## src/rtl/apo_pkg.sv

```systemverilog
// Shared constants and packet helpers for the C(9; 2, 3) router fabric.
// Used by the node interface and its testbench.
package apo_pkg;

    localparam int NODE_COUNT = 9;
    localparam int K          = 4;
    localparam int N2         = 9;
    localparam int VALID_BIT  = 8;
    localparam int LG_HI      = 7;
    localparam int LG_LO      = 4;
    localparam int SM_HI      = 3;
    localparam int SM_LO      = 0;

    typedef enum logic [1:0] {
        ST_IDLE,
        ST_INJECT,
        ST_GAP
    } inj_state_t;

    function automatic logic [N2-1:0] make_inject_pkt(input logic [K-1:0] dest);
        logic [N2-1:0] p;
        p                = '0;
        p[VALID_BIT]     = 1'b1;
        p[LG_HI:LG_LO]   = '0;
        p[SM_HI:SM_LO]   = dest;
        return p;
    endfunction

endpackage

```

## src/rtl/apo_sync_fifo.sv

```systemverilog
// Small synchronous FIFO with registered full/empty/count.
// Push while full and pop while empty are ignored.
module apo_sync_fifo #(
    parameter int WIDTH = 4,
    parameter int DEPTH = 4
) (
    input  logic                     clk,
    input  logic                     rst_n,
    input  logic                     push,
    input  logic [WIDTH-1:0]         push_data,
    input  logic                     pop,
    output logic [WIDTH-1:0]         pop_data,
    output logic                     full,
    output logic                     empty,
    output logic [$clog2(DEPTH):0]   count
);

    localparam int AW = $clog2(DEPTH);
    localparam int CW = AW + 1;

    logic [WIDTH-1:0] mem [DEPTH];
    logic [AW-1:0]    wr_ptr;
    logic [AW-1:0]    rd_ptr;
    logic [CW-1:0]    cnt_nxt;
    logic             do_push;
    logic             do_pop;

    assign do_push  = push && !full;
    assign do_pop   = pop && !empty;
    assign pop_data = mem[rd_ptr];

    always_comb begin
        cnt_nxt = count;
        if (do_push && !do_pop)
            cnt_nxt = count + CW'(1);
        else if (do_pop && !do_push)
            cnt_nxt = count - CW'(1);
    end

    always_ff @(posedge clk or negedge rst_n) begin
        if (!rst_n) begin
            wr_ptr <= '0;
            rd_ptr <= '0;
            count  <= '0;
            full   <= 1'b0;
            empty  <= 1'b1;
        end else begin
            if (do_push)
                wr_ptr <= wr_ptr + AW'(1);
            if (do_pop)
                rd_ptr <= rd_ptr + AW'(1);
            count <= cnt_nxt;
            full  <= (cnt_nxt == CW'(DEPTH));
            empty <= (cnt_nxt == '0);
        end
    end

    always_ff @(posedge clk) begin
        if (do_push)
            mem[wr_ptr] <= push_data;
    end

endmodule

```

## src/rtl/apo_node_interface_9_nodes.sv

```systemverilog
// Node-side network interface: queues destination requests into injection
// packets for the router and counts/hands back deliveries to this node.
module apo_node_interface_9_nodes
    import apo_pkg::*;
#(
    parameter int FIFO_DEPTH = 4,
    parameter int MIN_GAP    = 2,
    parameter int CNT_W      = 8
) (
    input  logic             clk,
    input  logic             rst_n,
    input  logic [K-1:0]     node_id,
    input  logic             req_valid,
    input  logic [K-1:0]     req_dest,
    output logic             req_ready,
    output logic [N2-1:0]    inj_pkt,
    input  logic             rtr_out_data,
    input  logic [N2-1:0]    rtr_out_data_buffer,
    output logic             rx_valid,
    input  logic             rx_ready,
    output logic             rx_overflow,
    output logic             err_bad_dest,
    output logic             busy,
    output logic [CNT_W-1:0] tx_count,
    output logic [CNT_W-1:0] rx_count
);

    localparam int CW = $clog2(FIFO_DEPTH) + 1;

    inj_state_t    state;
    inj_state_t    state_nxt;
    logic [3:0]    gap;
    logic [3:0]    pending;
    logic [3:0]    pend_nxt;
    logic          ovf_set;
    logic          avail;
    logic          fifo_full;
    logic          fifo_empty;
    logic [CW-1:0] fifo_cnt;
    logic [CW-1:0] fifo_lvl_nxt;
    logic [K-1:0]  head;
    logic          accept;
    logic          bad;
    logic          push;
    logic          pop;
    logic          deliver;
    logic          rx_pop;
    logic          unused_valid_bit;

    assign req_ready = !fifo_full;
    assign accept    = req_valid && req_ready;
    assign bad       = req_dest >= K'(NODE_COUNT);
    assign push      = accept && !bad;
    assign pop       = (state == ST_INJECT);
    assign rx_pop    = rx_valid && rx_ready;

    // Self-addressed arrivals only count for node 0.
    assign deliver = rtr_out_data &&
        (rtr_out_data_buffer[VALID_BIT-1:0] == '0 ||
         (node_id == '0 &&
          rtr_out_data_buffer[VALID_BIT-1:0] == {4'b0000, node_id}));

    assign unused_valid_bit = rtr_out_data_buffer[VALID_BIT];

    apo_sync_fifo #(
        .WIDTH (K),
        .DEPTH (FIFO_DEPTH)
    ) u_fifo (
        .clk       (clk),
        .rst_n     (rst_n),
        .push      (push),
        .push_data (req_dest),
        .pop       (pop),
        .pop_data  (head),
        .full      (fifo_full),
        .empty     (fifo_empty),
        .count     (fifo_cnt)
    );

    always_ff @(posedge clk or negedge rst_n) begin
        if (!rst_n)
            state <= ST_IDLE;
        else
            state <= state_nxt;
    end

    always_comb begin
        state_nxt = state;
        unique case (state)
            ST_IDLE:   if (avail) state_nxt = ST_INJECT;
            ST_INJECT: state_nxt = ST_GAP;
            ST_GAP:    if (gap == '0) state_nxt = ST_IDLE;
            default:   state_nxt = ST_IDLE;
        endcase
    end

    always_comb begin
        inj_pkt = '0;
        if (state == ST_INJECT)
            inj_pkt = make_inject_pkt(head);
    end

    always_comb begin
        fifo_lvl_nxt = fifo_cnt;
        if (push && !pop)
            fifo_lvl_nxt = fifo_cnt + CW'(1);
        else if (pop && !push)
            fifo_lvl_nxt = fifo_cnt - CW'(1);
    end

    always_comb begin
        pend_nxt = pending;
        ovf_set  = 1'b0;
        if (deliver && !rx_pop) begin
            if (pending == 4'hf)
                ovf_set = 1'b1;
            else
                pend_nxt = pending + 4'd1;
        end else if (rx_pop && !deliver) begin
            pend_nxt = pending - 4'd1;
        end
    end

    // avail lags the FIFO by one cycle, giving the two-cycle request latency.
    always_ff @(posedge clk or negedge rst_n) begin
        if (!rst_n) begin
            gap          <= '0;
            avail        <= 1'b0;
            pending      <= '0;
            rx_valid     <= 1'b0;
            rx_overflow  <= 1'b0;
            err_bad_dest <= 1'b0;
            busy         <= 1'b0;
            tx_count     <= '0;
            rx_count     <= '0;
        end else begin
            if (state == ST_INJECT)
                gap <= 4'(MIN_GAP - 1);
            else if (state == ST_GAP && gap != '0)
                gap <= gap - 4'd1;
            avail        <= !fifo_empty;
            pending      <= pend_nxt;
            rx_valid     <= (pend_nxt != '0);
            rx_overflow  <= rx_overflow || ovf_set;
            err_bad_dest <= accept && bad;
            busy         <= (state_nxt != ST_IDLE) || (fifo_lvl_nxt != '0);
            if (pop && tx_count != '1)
                tx_count <= tx_count + CNT_W'(1);
            if (deliver && rx_count != '1)
                rx_count <= rx_count + CNT_W'(1);
        end
    end

endmodule
```

## config.mk

```make
export PLATFORM = sky130hd
export DESIGN_NAME = apo_node_interface_9_nodes
export DESIGN_NICKNAME = d
export VERILOG_FILES = /design/src/rtl/apo_pkg.sv /design/src/rtl/apo_sync_fifo.sv /design/src/rtl/apo_node_interface_9_nodes.sv
export SDC_FILE = /design/constraint.sdc
export NUM_CORES = 1
export LEC_CHECK = 0
export CORE_UTILIZATION = 40
export CTS_CLUSTER_DIAMETER = 100
export DETAILED_ROUTE_END_ITERATION = 8
export PLACE_DENSITY = 0.75
export SETUP_SLACK_MARGIN = 0.05
export SYNTH_ARGS = -nofsm -noshare
export SYNTH_HDL_FRONTEND = slang
export SYNTH_HIERARCHICAL = 1
export SYNTH_SLANG_ARGS = --single-unit
```

## constraint.sdc

```tcl
create_clock -name clk -period 3 [get_ports clk]
set_input_delay 0.3 -clock clk [delete_from_list [all_inputs] [get_ports clk]]
set_output_delay 0.3 -clock clk [all_outputs]
set_load 0.01 [all_outputs]
```

==> results of run 1 <==
==> cell type report <==
class,instances,area share [%]
Clock buffer,6,2.459
Clock inverter,2,0.4098
Inverter,14,1.565
Multi-Input combinational cell,158,36.07
Sequential cell,56,44.15
Tap cell,80,2.981
Timing Repair Buffer,42,12.37
==> per-stage QoR <==
stage / instances / total power [mW] / setup WS [ns] / utilization (%) / hold slack (ns)
after floorplan: 236 / 1.902 / 1.137 / - / 0.004409
after detailed placement: 350 / 2.242 / 0.3634 / 48.28 / 0.4444
after global routing: 358 / 2.868 / 0.4420 / 49.70 / 0.1660
final: 358 / 2.641 / 0.6669 / 49.70 / 0.09810
after CTS: 358 / 2.669 / 0.6078 / 49.70 / 0.1311
after global placement: 350 / 2.203 / 0.4716 / 48.28 / 0.4417
==> flip-flops by register name (all words and copies together), names as in the netlist <==
signal	cells
pending	4
u_fifo/rd_ptr	2
u_fifo/full	1
busy	1
tx_count	8
gap	4
u_fifo/empty	1
u_fifo/mem	16
rx_count	8
u_fifo/wr_ptr	2
avail	1
rx_overflow	1
rx_valid	1
state	2
u_fifo/count	3
err_bad_dest	1
==> where the power goes <==
group	internal [mW]	switching, mW	total [mW]	leakage, nW
registers	0.980	0.207	1.19	0.641
logic	0.547	0.486	1.03	0.694
clock network	0.189	0.232	0.421	0.0516
==> layout by cell type (no fill, tap or decap), types with 2 or more instances in the layout <==
cell and instances:
mux2_2 2, nor4_1 2, o31ai_1 2, nor3_1 6
conb_1 4, nand4b_1 2, ha_1 14, nand2b_1 4
xnor2_1 14, or4_1 2, nand4_1 3, nand2_1 16
nand3_1 8, nor3b_1 3, or3_1 2, and4_1 2
nor2_1 12, xor2_1 9, inv_1 13, clkdlybuf4s50_1 41
a21oi_1 3, clkbuf_8 6, nor2b_2 2, dfrtp_1 39
a31oi_1 2, edfxtp_1 16, and3_1 4, o21ai_0 4
and2_1 9, mux2i_1 2, mux4_2 4
==> worst max-delay path by stage <==
stage,cells past startpoint,endpoint,slack [ns],startpoint
2_1_floorplan,6,tx_count[5],1.14,tx_count[0]
3_3_place_gp,8,u_fifo/empty,0.47,req_dest[2]
3_5_place_dp,8,u_fifo/empty,0.36,req_dest[2]
4_1_cts,4,inj_pkt[1],0.61,state[1]
5_1_grt,4,inj_pkt[1],0.44,state[1]
6_report,4,inj_pkt[1],0.67,state[1]
==> synthesized netlist by cell type (3+ instances only) <==
master     n  area [um2]
and3_1     4       25.02
mux4_2     4       90.09
nand3_1    8       40.04
nor3_1     6       30.03
xnor2_1   14       122.6
nand2b_1   4       25.02
a21oi_1    3       15.01
buf_4      5       37.54
nor2_1    12       45.04
o21ai_0    4       20.02
and2_1     9       56.30
nand2_1   16       60.06
nand4_1    3       18.77
xor2_1     9       78.83
nor3b_1    3       22.52
inv_1     13       48.80
dfrtp_1   39       975.9
ha_1      14       175.2
edfxtp_1  16       480.5
==> worst register-to-register path: cells and delay by family, from the launching register on <==
family                   cells  cell delay [ns]
AO/OA/AOI/OAI                1             0.48
AND/OR/NAND/NOR              3             0.65
XOR/XNOR                     1             0.13
flip-flops                   1             0.43
adder cells (fa/ha/maj)      1             0.22
==> layer usage <==
layer	up-vias	share of wire [%]	routed length [um]	track usage (%)
met5	-	0	0	0
met4	0	1.4	67	5.000
met3	5	3.3	156	2.310
met2	39	49	2296	22.98
met1	907	46	2152	17.92
li1	904	-	-	-
==> cells by family after synthesis <==
logic type | synth area share [%]
AO/OA/AOI/OAI | 5.814
XOR/XNOR | 7.782
adder cells (fa/ha/maj) | 6.261
buffers and inverters | 4.114
flip-flops | 53.00
multiplexers | 4.741
other | 0.1340
AND/OR/NAND/NOR | 18.16
==> qor.log, run 1 <==
qor: run_status.status complete, no violations
qor: global_routing.globalRouteTotalUtil 13.69%
qor: clock_network.depth_of_the_cts_h_tree 2
qor: critical_path.reg2reg_from tx_count[0]
qor: sta.timing_hold_violations_final 0
qor: global_routing.grt_max_degree 41
qor: die.die_y 85.63 um
qor: critical_path.worst-endpoint-arrival 2.03 ns
qor: drt.viasPerCell 5.182
qor: sta.period_share 77.77%
qor: clock_network.cts.path.max_buffers 2
qor: clock_network.total_cts_buffers 5
qor: die.die_x 85.63 um
qor: clock_network.clock-root-buffer clkbuf_8
qor: drt.postRouteWirelength 4.673 mm
qor: sta.timing.slew.headroom 42.59%
qor: clock_network.cts-resized-gates 0
qor: critical_path.slowest_delay 0.48 ns
qor: die.core_region_area 6756 um2
qor: clock_network.clkTransAtPathRegs 0.10 ns
qor: die.rows 30
qor: critical_path.critPathKind flop to output port
qor: finish.final_area 3358 um2
qor: die.ioPinCount 52
qor: finish.nets_final 313
qor: sta.final.setup.tns 0 ns
qor: clock_network.tritoncts done
qor: clock_network.postCtsHoldBufs 0
qor: critical_path.critical-path-top-delay-family buffers and inverters
qor: critical_path.regToRegEndpoint tx_count[5]
qor: finish.fillerInstances 610
qor: pwr.vdd_ir_drop_max 0.4161 mV
qor: logic_synthesis.postSynthAreaPerCell 12.01 um2
qor: critical_path.worstPathRequired 2.70 ns
qor: worst_hold_path.hp-class input port to async pin
qor: pwr.p_leak 1.387 nW
qor: sta.setup_viol_count_final 0
qor: logic_synthesis.netlist_area 2798 um2
qor: pwr.power_density 786.3 nW/um2
qor: placed_design.hpwl 3.516 mm
qor: logic_synthesis.synth-edff-count 16
qor: drt.wl_per_cell 13.05 um
qor: sta.worst-slew-pin-transition 0.8611 ns
qor: placed_design.placement.cell_area 3262 um2
qor: sta.rsz_0062_raised_after_global_routing no
qor: critical_path.cp-end-kind output port
qor: finish.antenna_cells_inserted 0
qor: finish.layout.area.seq 1483 um2
qor: critical_path.number_of_cell_instances_on_the_worst_register_to_register_path 6
qor: critical_path.slowest_stage clkdlybuf4s50_1
qor: logic_synthesis.part_of_the_yosys_area_used_for_sequential_elements 53.00%
qor: placed_design.finalWeightedCongestion 0.7798
qor: sta.fin_crit 2.333 ns
qor: drt.post-route-drc-count 0
qor: finish.layout-drive-gt1-share 9.712%
qor: drt.detail_route.first_pass.iterations 4
qor: clock_network.cts.sink_count 56
qor: sta.timing.clock.skew 0.008970 ns
qor: logic_synthesis.synthesis.yosys.warnings 6
qor: die.floorplan.die_area 7333 um2
qor: sta.timing.final.max_slew_violations 0
qor: critical_path.start_kind flop
qor: logic_synthesis.netlist_instances 233
qor: clock_network.worstSkewPairLatency 0.30 ns
qor: logic_synthesis.synth.ff_latch_count 56
qor: global_routing.gr-total-overflow 0
qor: critical_path.buf_inv_on_cp 2
qor: logic_synthesis.yosys_most_used_dff dfrtp_1
qor: finish.syn_to_final_growth 20.04%
qor: drt.first_iter_violations 102
qor: flow_run.timing.max_cap.violations 0
qor: clock_network.post_cts_buffers 0
qor: drt.vias 1855
qor: finish.area_taken_by_multi_input_logic_gates 1211 um2
qor: logic_synthesis.synth_cell_type_count 55
qor: placed_design.place.port_buffers 42
qor: global_routing.first_global_vias 1750
qor: global_routing.number_of_antenna_violations_at_the_first_check_in_global_routing 0
qor: drt.ant_nets 0
qor: critical_path.cp_max_fo 12
qor: logic_synthesis.synthArstFlopShare 71.43%
qor: critical_path.timing.reg2reg.setup_slack 0.98 ns
qor: critical_path.worst_path_cell_trace nand2b_1 -> clkinv_1 -> and2_1 -> clkdlybuf4s50_1
qor: sta.fmax 428.6 MHz
qor: die.floorplan.initialDensity 41.41%
qor: global_routing.grt_pass1_wl 8.031 mm
Power figures use the tool's default switching activity.
==> inputs of run 2 (changes only) <==
Settings changed: PLACE_DENSITY 0.75 to 0.77.
Clock period 3 ns to 1.91 ns, I/O delays scaled along.
==> run 2 against run 1 <==
  * The run now ends with setup timing left
  * Cell count grew 11%
  * First-iteration DRC count grew 11%
  * Core utilization grew 5.6 points
  * Sequential cell count is the same
  * Via count grew 9.6%
  * Clock power grew 79%
  * Sequential share of layout area shrank 4.4 points
  * Design area grew 11%
  * Global-route usage grew 2.4 points
  * Combinational power grew 100%
  * Hold slack gained 0.36 ns
==> qor.log, run 2 (synthesis results as in run 1) <==
qor: clock_network.depth_of_the_cts_h_tree 2
qor: critical_path.number_of_cell_instances_on_the_worst_register_to_register_path 6
qor: finish.syn_to_final_growth 33.68%
qor: drt.wl_per_cell 14.19 um
qor: finish.mostFrequentLayoutCells 36 x dfrtp_1, 36 x buf_4, 27 x clkdlybuf4s50_1
qor: global_routing.gr-total-overflow 0
qor: clock_network.worstSkewPairLatency 0.31 ns
qor: placed_design.place.port_buffers 42
qor: die.floorplan.die_area 7333 um2
qor: pwr.vdd_ir_drop_max 0.6275 mV
qor: clock_network.cts.path.max_buffers 2
qor: critical_path.crit_path_end rx_valid
qor: drt.first_iter_violations 113
qor: flow_run.timing.max_cap.violations 0
qor: critical_path.worst_path_cell_trace ha_4 -> a32oi_2 -> nand4_1 -> o21ai_1 -> o22ai_1 -> or4_1
qor: placed_design.placement.cell_area 3463 um2
qor: critical_path.cp-end-kind flop
qor: sta.hold-worst-slack 0.4599 ns
qor: drt.detail_route.first_pass.iterations 4
qor: pwr.power_density 1263 nW/um2
qor: sta.fmax 522.2 MHz
qor: run_status.violations setup timing
qor: critical_path.worstPathRequired 2.09 ns
qor: drt.postRouteWirelength 5.646 mm
qor: die.die_x 85.63 um
qor: finish.layout-drive-gt1-share 26.10%
qor: clock_network.total_cts_buffers 5
qor: critical_path.critPathKind flop to flop
qor: drt.viasPerCell 5.111
qor: run_status.status finished, violations left
qor: placed_design.finalWeightedCongestion 0.8918
qor: critical_path.regToRegEndpoint rx_valid
qor: sta.rsz_0062_raised_after_global_routing yes
qor: global_routing.grt_max_degree 41
qor: critical_path.worst-endpoint-arrival 2.10 ns
qor: die.floorplan.initialDensity 41.41%
qor: placed_design.hpwl 4.079 mm
qor: global_routing.first_global_vias 1976
qor: die.ioPinCount 52
qor: drt.post-route-drc-count 0
qor: sta.worst-slew-pin-transition 0.5096 ns
qor: critical_path.slowest_delay 0.53 ns
qor: finish.final_area 3740 um2
qor: finish.largest_register_ffs 16
qor: global_routing.number_of_antenna_violations_at_the_first_check_in_global_routing 0
qor: die.rows 30
qor: clock_network.tritoncts done
qor: worst_hold_path.hp-class input port to async pin
qor: clock_network.cts.sink_count 56
qor: critical_path.setup.worst_path.start pending[0]
qor: sta.setup_viol_count_final 1
qor: finish.largestRegisters u_fifo/mem: 16 flops, rx_count: 8 flops, tx_count: 8 flops
qor: sta.timing.slew.headroom 66.03%
qor: sta.final_critical_path_setup_slack -0.004973 ns
qor: critical_path.cp_max_fo 4
qor: sta.timing_hold_violations_final 0
qor: critical_path.start_kind flop
qor: sta.timing.clock.skew 0.007710 ns
qor: drt.vias 2034
qor: finish.nets_final 353
qor: finish.fillerInstances 575
qor: die.core_region_area 6756 um2
qor: clock_network.clock-root-buffer clkbuf_8
qor: sta.fin_crit 1.915 ns
qor: placed_design.place_ws -0.3822 ns
qor: sta.timing.final.max_slew_violations 0
qor: critical_path.reg2reg_from pending[0]
qor: finish.antenna_cells_inserted 0
qor: global_routing.globalRouteTotalUtil 16.08%
qor: finish.regMostFlops u_fifo/mem
qor: clock_network.clkTransAtPathRegs 0.10 ns
qor: sta.period_share 100.3%
qor: die.die_y 85.63 um
qor: critical_path.timing.reg2reg.setup_slack -0.005 ns
qor: global_routing.grt_pass1_wl 9.246 mm
qor: pwr.p_leak 1.624 nW
qor: critical_path.slowest_stage or4_1
qor: drt.ant_nets 0
-- run 2: cell count changes in the layout (fill, tap and decap cells not counted), moves of 2 or more --
| cell | delta |
|---|---|
| buf_4 | +36 |
| dfrtp_2 | +3 |
| dfrtp_1 | -3 |
| buf_6 | +3 |
| and2_1 | -2 |
| clkbuf_2 | +2 |
| buf_2 | +2 |
| dlygate4sd2_1 | +10 |
| ha_1 | -2 |
| clkdlybuf4s50_1 | -14 |
-- run 2: critical path, delay by kind of cell, from the launching register on --
kind / cells / cell delay, ns
AND/OR/NAND/NOR: 2 / 0.67
flip-flops: 1 / 0.45
AO/OA/AOI/OAI: 3 / 0.48
adder cells (fa/ha/maj): 1 / 0.19
-- run 2: timing repair --
action,4_1_cts,5_1_grt
endpoints found under the hold margin,39,0
resized for setup,33,15
setup buffers,8,5
hold buffers,1,0
pin swaps,7,10
setup endpoints to repair,12,24
-- run 2: routing by layer --
layer	vias up	track usage, %	part of all wire (%)
met5	-	0	0
met4	0	5.000	1.4
met3	8	2.599	2.1
met2	32	29.02	54
met1	1012	19.74	43
li1	982	-	-
-- run 2: worst min path at each step --
stage	startpoint	to	slack (ns)	cells after the start
global route	u_fifo/empty	avail	0.47	1
detailed placement	rst_n	tx_count[4]	0.29	2
floorplan	rst_n	avail	-0.10	0
global placement	rst_n	rx_count[7]	0.29	2
CTS	req_valid	err_bad_dest	0.46	2
finish	rst_n	tx_count[4]	0.46	3
-- run 2: final cells by class --
| cell class | instances | area [um2] | area share [%] |
|---|---|---|---|
| Tap cell | 80 | 100.1 | 2.676 |
| Clock buffer | 5 | 68.82 | 1.840 |
| Multi-Input combinational cell | 158 | 1296 | 34.66 |
| Clock inverter | 3 | 37.54 | 1.004 |
| Sequential cell | 56 | 1486 | 39.75 |
| Timing Repair Buffer | 82 | 696.9 | 18.63 |
| Inverter | 14 | 53.80 | 1.439 |
-- run 2: through the flow --
step,total power [mW],cells,util [%],TNS (ns)
detailed placement,3.756,376,51.26,-6.172
finish,4.725,398,55.35,-0.004973
global route,5.063,398,55.35,-0.05084
global placement,3.654,376,51.26,-4.968
floorplan,2.993,236,-,0
CTS,4.593,393,54.07,0
-- run 2: power by group --
| part | internal [mW] | total, mW | switching [mW] |
|---|---|---|---|
| logic | 1.16 | 2.10 | 0.943 |
| registers | 1.55 | 1.87 | 0.325 |
| clock network | 0.383 | 0.755 | 0.373 |
==> inputs of run 3 (changes only) <==
Settings changed: CAP_MARGIN set to 20, REMOVE_ABC_BUFFERS set to 1.
==> run 3 against run 2 <==
  * The run still ends with setup timing left
  * Via count decreased by 2.8%
  * Combinational power fell by 2%
  * Hold slack worse by 0.0040 ns
  * Critical endpoint unchanged
  * Largest cell class unchanged
==> qor.log, run 3 (synthesis results as in run 1) <==
qor: sta.rsz_0062_raised_after_global_routing yes
qor: sta.timing.clock.skew 0.004327 ns
qor: finish.mostFrequentLayoutCells 37 x dfrtp_1, 32 x clkdlybuf4s50_1, 31 x buf_4
qor: sta.fin_crit 1.913 ns
qor: clock_network.worstSkewPairLatency 0.30 ns
qor: drt.ant_nets 0
qor: critical_path.setup.worst_path.start pending[0]
qor: die.die_y 85.63 um
qor: sta.final_critical_path_setup_slack -0.002673 ns
qor: drt.first_iter_violations 54
qor: sta.period_share 100.1%
qor: drt.viasPerCell 5.046
qor: critical_path.reg2reg_from pending[0]
qor: drt.detail_route.first_pass.iterations 6
qor: drt.post-route-drc-count 0
qor: finish.largest_register_ffs 16
qor: critical_path.cp-end-kind flop
qor: clock_network.total_cts_buffers 5
qor: placed_design.finalWeightedCongestion 0.8663
qor: critical_path.worstPathRequired 2.08 ns
qor: placed_design.place.port_buffers 42
qor: global_routing.gr-total-overflow 0
qor: global_routing.grt_max_degree 41
qor: finish.regMostFlops u_fifo/mem
qor: drt.vias 1978
qor: worst_hold_path.min_path_cells 1
qor: worst_hold_path.hp-start u_fifo/empty
qor: clock_network.clkTransAtPathRegs 0.09 ns
qor: drt.wl_per_cell 13.22 um
qor: sta.timing.slew.headroom 66.36%
qor: clock_network.clock-root-buffer clkbuf_8
qor: critical_path.cp_max_fo 4
qor: run_status.violations setup timing
qor: placed_design.hpwl 3.769 mm
qor: die.die_x 85.63 um
qor: sta.final.setup.tns -0.002673 ns
qor: pwr.p_leak 1.605 nW
qor: drt.postRouteWirelength 5.183 mm
qor: critical_path.start_kind flop
qor: run_status.status finished, violations left
qor: sta.setup_viol_count_final 1
qor: clock_network.cts.sink_count 56
qor: finish.syn_to_final_growth 31.80%
qor: finish.layout-drive-gt1-share 25.32%
qor: sta.timing_hold_violations_final 0
qor: die.rows 30
qor: clock_network.cts.path.max_buffers 2
qor: clock_network.tritoncts done
qor: critical_path.number_of_cell_instances_on_the_worst_register_to_register_path 5
qor: finish.largestRegisters u_fifo/mem: 16 flops, rx_count: 8 flops, tx_count: 8 flops
qor: worst_hold_path.hp-class flop to flop
qor: global_routing.number_of_antenna_violations_at_the_first_check_in_global_routing 0
qor: finish.antenna_cells_inserted 0
qor: finish.leading_cell_type_in_the_layout_fill_and_taps_excluded dfrtp_1
qor: finish.nets_final 348
qor: clock_network.depth_of_the_cts_h_tree 2
qor: sta.fmax 522.8 MHz
qor: flow_run.timing.max_cap.violations 0
qor: pwr.power_density 1244 nW/um2
qor: die.floorplan.die_area 7333 um2
qor: die.core_region_area 6756 um2
qor: die.ioPinCount 52
qor: die.floorplan.initialDensity 41.41%
qor: pwr.vdd_ir_drop_max 0.6185 mV
qor: critical_path.worst-endpoint-arrival 2.08 ns
qor: sta.worst-slew-pin-transition 0.5046 ns
qor: global_routing.globalRouteTotalUtil 14.87%
qor: global_routing.first_global_vias 1956
qor: sta.timing.final.max_slew_violations 0
qor: finish.final_core_util 54.57%
qor: critical_path.critPathKind flop to flop
qor: global_routing.grt_pass1_wl 8.645 mm
run 3: cell types whose count changed in the layout (fill, tap and decap cells not counted), moves of 2 or more:
cell and delta:
buf_2 +2, buf_4 -5, clkbuf_2 -2, clkbuf_8 +2, clkdlybuf4s50_1 +5, clkinv_1 -2, dlygate4sd2_1 -7, dlymetal6s2s_1 +2
run 3: final timing paths:
kind / endpoint / slack, ns
min in group asynchronous: tx_count[4] / 0.47
min reg2reg: avail / 0.46
max: rx_valid / -0.003
min: avail / 0.46
max reg2reg: rx_valid / -0.003
max in group asynchronous: u_fifo/rd_ptr[0] / 1.06
run 3: layout make-up:
class	instances	area, um2
clock buffers	7	96.34
fillers	584	3069
inverters	14	53.80
multi-input cells	158	1279
flip-flops and latches	56	1485
well taps	80	100.1
repair buffers	77	673.1
run 3: report_power, final:
part | total, mW | internal, mW | switching, mW
Clock | 0.673 | 0.324 | 0.349
Combinational | 2.06 | 1.15 | 0.909
Sequential | 1.85 | 1.54 | 0.309
run 3: worst max-delay path, stage by stage (launching register included):
cell and delay, ns:
dfrtp_1 0.43, ha_4 0.19, and2_4 0.14, a221o_1 0.34, o311a_1 0.15, or4_1 0.53
run 3: per-stage QoR:
| step | setup WS, ns | cell area, um2 | hold slack, ns | cells | total power [mW] |
|---|---|---|---|---|---|
| floorplan | 0.04665 | 2746 | -0.1046 | 228 | 2.947 |
| global placement | -0.3446 | 3472 | 0.2834 | 378 | 3.684 |
| detailed placement | -0.4098 | 3472 | 0.2915 | 378 | 3.759 |
| CTS | 0.05366 | 3618 | 0.4573 | 392 | 4.523 |
| global route | -0.01678 | 3687 | 0.4830 | 392 | 4.953 |
| finish | -0.002673 | 3687 | 0.4559 | 392 | 4.586 |
run 3: repair_timing:
item / 4_1_cts / 5_1_grt
gates resized for setup: 27 / 17
setup buffers: 6 / 0
hold endpoints to repair: 39 / 0
endpoints found under the setup margin: 26 / 23
gates cloned: 0 / 0
pin swaps: 4 / 5
hold buffers: 1 / 0
run 3: routing by layer:
| metal | wire (um) | vias up | GRT usage, % |
|---|---|---|---|
| met5 | 0 | - | 0 |
| met4 | 102 | 0 | 4.545 |
| met3 | 148 | 15 | 2.406 |
| met2 | 2573 | 45 | 26.69 |
| met1 | 2358 | 949 | 18.40 |
| li1 | - | 969 | - |
